## config.mk

```make
export PLATFORM = sky130hd
export DESIGN_NAME = clk_div_bank
export DESIGN_NICKNAME = d
export VERILOG_FILES = /design/src/rtl/clk_div_bank.sv
export SDC_FILE = /design/constraint.sdc
export NUM_CORES = 1
export LEC_CHECK = 0
export ABC_CLOCK_PERIOD_IN_PS = 3200
export BUFFER_PORTS_ARGS = -buffer_cell sky130_fd_sc_hd__buf_2
export CAP_MARGIN = 40
export CORE_ASPECT_RATIO = 0.5
export CORE_MARGIN = 2
export CORE_UTILIZATION = 60
export CTS_CLUSTER_DIAMETER = 60
export CTS_CLUSTER_SIZE = 14
export DETAILED_ROUTE_END_ITERATION = 7
export PLACE_DENSITY = 0.85
export RECOVER_POWER = 50
export SLEW_MARGIN = 20
export SYNTH_ARGS = -nofsm -noshare
export SYNTH_HDL_FRONTEND = slang
export SYNTH_SLANG_ARGS = --single-unit
```

## constraint.sdc

```tcl
create_clock -name clk -period 3.2 [get_ports clk]
set_input_delay 0.8 -clock clk [delete_from_list [all_inputs] [get_ports clk]]
set_output_delay 0.8 -clock clk [all_outputs]
set_load 0.01 [all_outputs]
```

## src/rtl/clk_div_bank.sv

```systemverilog
// Bank of programmable 50%-duty clock dividers with per-channel tick strobes.
// Divisor updates are shadowed and only take effect at a terminal count.
module clk_div_bank #(
    parameter int N_CH = 4,
    parameter int DIV_W = 16,
    parameter logic [DIV_W-1:0] DIV_RESET = '0,
    parameter int CH_W = (N_CH > 1) ? $clog2(N_CH) : 1
) (
    input  logic             clk,
    input  logic             rst_n,
    input  logic             sync,
    input  logic [N_CH-1:0]  ch_en,
    input  logic             wr_en,
    input  logic [CH_W-1:0]  wr_ch,
    input  logic [DIV_W-1:0] wr_div,
    output logic [N_CH-1:0]  clk_out,
    output logic [N_CH-1:0]  tick,
    output logic [N_CH-1:0]  pending
);

    logic wr_ok;

    // One extra bit so N_CH itself is representable when it is a power of two.
    assign wr_ok = wr_en && ({1'b0, wr_ch} < (CH_W + 1)'(N_CH));

    for (genvar i = 0; i < N_CH; i++) begin : g_ch
        logic [DIV_W-1:0] cnt;
        logic [DIV_W-1:0] active;
        logic [DIV_W-1:0] shadow;
        logic             level;
        logic             strobe;
        logic             pend;
        logic             hit;
        logic             park;
        logic             term;
        logic             load;

        assign hit  = wr_ok && (wr_ch == CH_W'(i));
        assign park = sync || !ch_en[i];
        assign term = (cnt == active);
        assign load = park || term;

        always_ff @(posedge clk or negedge rst_n) begin
            if (!rst_n) begin
                cnt    <= '0;
                active <= DIV_RESET;
                shadow <= DIV_RESET;
                level  <= 1'b0;
                strobe <= 1'b0;
                pend   <= 1'b0;
            end else begin
                if (park) begin
                    cnt    <= '0;
                    level  <= 1'b0;
                    strobe <= 1'b0;
                end else if (term) begin
                    cnt    <= '0;
                    level  <= ~level;
                    strobe <= 1'b1;
                end else begin
                    cnt    <= cnt + 1'b1;
                    strobe <= 1'b0;
                end
                // A load sees the pre-write shadow; a same-cycle write stays pending.
                if (load) begin
                    active <= shadow;
                end
                if (hit) begin
                    shadow <= wr_div;
                    pend   <= 1'b1;
                end else if (load) begin
                    pend   <= 1'b0;
                end
            end
        end

        assign clk_out[i] = level;
        assign tick[i]    = strobe;
        assign pending[i] = pend;
    end

endmodule

```

==> results.sh <==
export IMPL_die_x_microns=178
export IMPL_syn_inst=702
export IMPL_row_count=31
export IMPL_finalHoldViolations=0
export IMPL_portBuffers=37
export IMPL_core_area_sq_mm=0.0147
export IMPL_grt_overflow_total=0
export IMPL_grt_start_max_net_pins=82
export IMPL_first_global_vias=5561
export IMPL_drv_slew=79
export IMPL_cp_max_fo=27
export IMPL_vias=5282
export IMPL_postSynthAreaPerCell_sq_um=13.0
export IMPL_diodes=0
export IMPL_ys_ff_latch=204
export IMPL_async_reset_ff_share_pct=100
export IMPL_outcome="complete, but fails checks"
export IMPL_violations="max-capacitance violations, max-slew violations"
export IMPL_drt_vias_per_instance=5.64
export IMPL_clockRootBuffer="clkbuf_16"
export IMPL_ioPinCount=38
export IMPL_synth_most_common_cell="dfrtp_1"
export IMPL_tightest_slew_ps=2060
export IMPL_hold_buffers=0
export IMPL_first_iter_violations=296
export IMPL_clk_insertion_delay_late_ps=480
export IMPL_setup_tns_ps=0
export IMPL_synth_yosys_warnings=0
export IMPL_p_leak_nw=4.53
export IMPL_drv_cap=1
export IMPL_dpl_hpwl_microns=11400
export IMPL_fin_area_sq_mm=0.00987
export IMPL_drive_gt1_share_pct=24.1
export IMPL_yosysTopAreaCell="dfrtp_1"
export IMPL_rsz0062_at_grt="false"
export IMPL_grt_total_usage_pct=23.5
export IMPL_nFillCells=948
export IMPL_die_area_sq_mm=0.0163
export IMPL_synthTopCellsByArea="dfrtp_1 56%, mux2_2 9.9%, xor2_1 9.3%"
export IMPL_synth_top_area_share_pct=56.0
export IMPL_final_min_period_over_clock_period_pct=74.1
export IMPL_ant_nets=0
export IMPL_routed_wl_microns=17600
export IMPL_cts_tree="done"
export IMPL_areaGrowthSynthToFinish_pct=8.23
export IMPL_startpoint_type="flop"
export IMPL_synth_edf_count=0
export IMPL_drcViolationCount=0
export IMPL_cts_setup_buffers=0
export IMPL_finalClockSkew_ps=10.3
export IMPL_wl_per_cell_microns=18.8
export IMPL_cts_made_buffers=18
export IMPL_start_util_pct=62.2
export IMPL_clk_pin_slew_worst_paths_ps=60
export IMPL_cts_path_max_buffers=3
export IMPL_cp_required_ps=3550
export IMPL_cts_resized=0
export IMPL_setup_viol_count_final=0
export IMPL_period_needed_ps=2370
export IMPL_syn_num_nets=732
export IMPL_synth_distinct_cells=36
export IMPL_slew_headroom_pct=-37.2
export IMPL_nets=769
export IMPL_clock_sinks=204
export IMPL_ir_drop_v=0.000377
export IMPL_yosys_top_cells_count="204 x dfrtp_1, 97 x xor2_1, 86 x nor2_1"
export IMPL_grt_pass1_wl_microns=29500
export IMPL_max_freq_mhz=422
export IMPL_worst_setup_path_end_kind="flop"
export IMPL_place_gp_congestion=0.864
export IMPL_power_per_cell_area_mw_per_mm2=586
export IMPL_firstDrtPassIters=6
export IMPL_ys_seq_area_share_pct=56.0
export IMPL_htreeDepth=1
export IMPL_cp_data_arrival_time_ps=2720
export IMPL_antenna_found_initial=0
export IMPL_post_dp_cell_area_sq_mm=0.00938
export IMPL_syn_area_sq_mm=0.00912
export IMPL_yosys_most_used_dff="dfrtp_1"
export IMPL_hold_ws_ps=485
export IMPL_die_h_microns=91.2
export IMPL_path_class="reg2reg"
export IMPL_holdCritPathClass="reg2reg"
metal layers:
layer | track usage [%] | vias to the layer above | wire length (microns) | share of wire, %
li1 | - | 2422 | - | -
met1 | 33.1 | 2717 | 8100 | 46
met2 | 37.8 | 109 | 8210 | 47
met3 | 4.19 | 34 | 871 | 4.9
met4 | 6.44 | 0 | 458 | 2.6
met5 | 0 | - | 0 | 0
metrics by stage:
| step | util (%) | power [W] | instances | setup slack (ps) |
|---|---|---|---|---|
| floorplan | - | 0.00365 | 702 | 1250 |
| global placement | 64.0 | 0.00383 | 915 | 920 |
| detailed placement | 64.0 | 0.00389 | 915 | 874 |
| CTS | 67.3 | 0.00583 | 935 | 843 |
| global route | 67.3 | 0.00604 | 937 | 699 |
| finish | 67.3 | 0.00579 | 937 | 830 |
registers in the layout (all words and copies together) (netlist names):
register and count:
g_ch.cnt 64, g_ch.strobe 4, g_ch.shadow 64, g_ch.level 4, g_ch.active 64, g_ch.pend 4
cell usage in the layout, fill, tap and decap left out, types with 2 or more instances in the layout:
master     count
dfrtp_1      204
xor2_1        97
nor2_1        86
mux2_2        80
buf_2         35
mux2_1        28
xnor2_1       27
nand2_1       24
mux2_4        20
clkbuf_16     19
nor4_1        16
nand4_1       15
inv_1         14
nand3_1       13
nand2b_1       8
buf_4          8
and3_1         7
ha_1           4
and4_1         3
nor3_1         3
o21ai_0        3
buf_12         3
nor4_2         2
nand3_2        2
nor4_4         2
or3b_1         2
nand3b_1       2
buf_6          2
power breakdown:
group          switching [W]  internal, W  leakage, nW
registers           0.000235      0.00292         2.57
clock network       0.000880      0.00105        0.238
logic               0.000305     0.000396         1.72
total                0.00142      0.00437         4.53
critical path: stages, from the launching register on:
cell	delay, ps
dfrtp_1	420
xor2_1	180
nor4_1	440
nand4_2	220
nand2b_2	570
mux2_1	410
logic make-up (layout without fill, tap and decap cells):
kind of cell             Yosys count  count (layout)  synth area share (%)
adder cells (fa/ha/maj)            4               4                 0.549
multiplexers                     128             128                  16.6
AO/OA/AOI/OAI                      4               4                 0.247
AND/OR/NAND/NOR                  191             191                  10.8
buffers and inverters             47              84                  3.95
flip-flops                       204             204                  56.0
XOR/XNOR                         124             124                  11.9
final timing paths:
kind | from | end | slack [ps] | cells past startpoint
worst max-delay path | g_ch[2].cnt[12]$_DFF_PN0_ | g_ch[2].active[14]$_DFFE_PN0P_ | 830 | 5
worst min-delay path | g_ch[0].shadow[14]$_DFFE_PN0P_ | g_ch[0].active[14]$_DFFE_PN0P_ | 490 | 1
worst max register to register | g_ch[2].cnt[12]$_DFF_PN0_ | g_ch[2].active[14]$_DFFE_PN0P_ | 830 | 5
worst min register to register | g_ch[0].shadow[14]$_DFFE_PN0P_ | g_ch[0].active[14]$_DFFE_PN0P_ | 490 | 1
max in group asynchronous | rst_n | g_ch[0].cnt[4]$_DFF_PN0_ | 1080 | 1
min in group asynchronous | rst_n | g_ch[1].cnt[9]$_DFF_PN0_ | 900 | 1
cell type report:
class / count / area (sq um) / share of cell area, %
Sequential cell: 204 / 5100 / 51.7
Multi-Input combinational cell: 451 / 3660 / 37.0
Clock buffer: 19 / 475 / 4.82
Timing Repair Buffer: 50 / 327 / 3.31
Tap cell: 198 / 248 / 2.51
Inverter: 14 / 52.6 / 0.532
Clock inverter: 1 / 8.76 / 0.0887
Power figures use the tool's default switching activity.
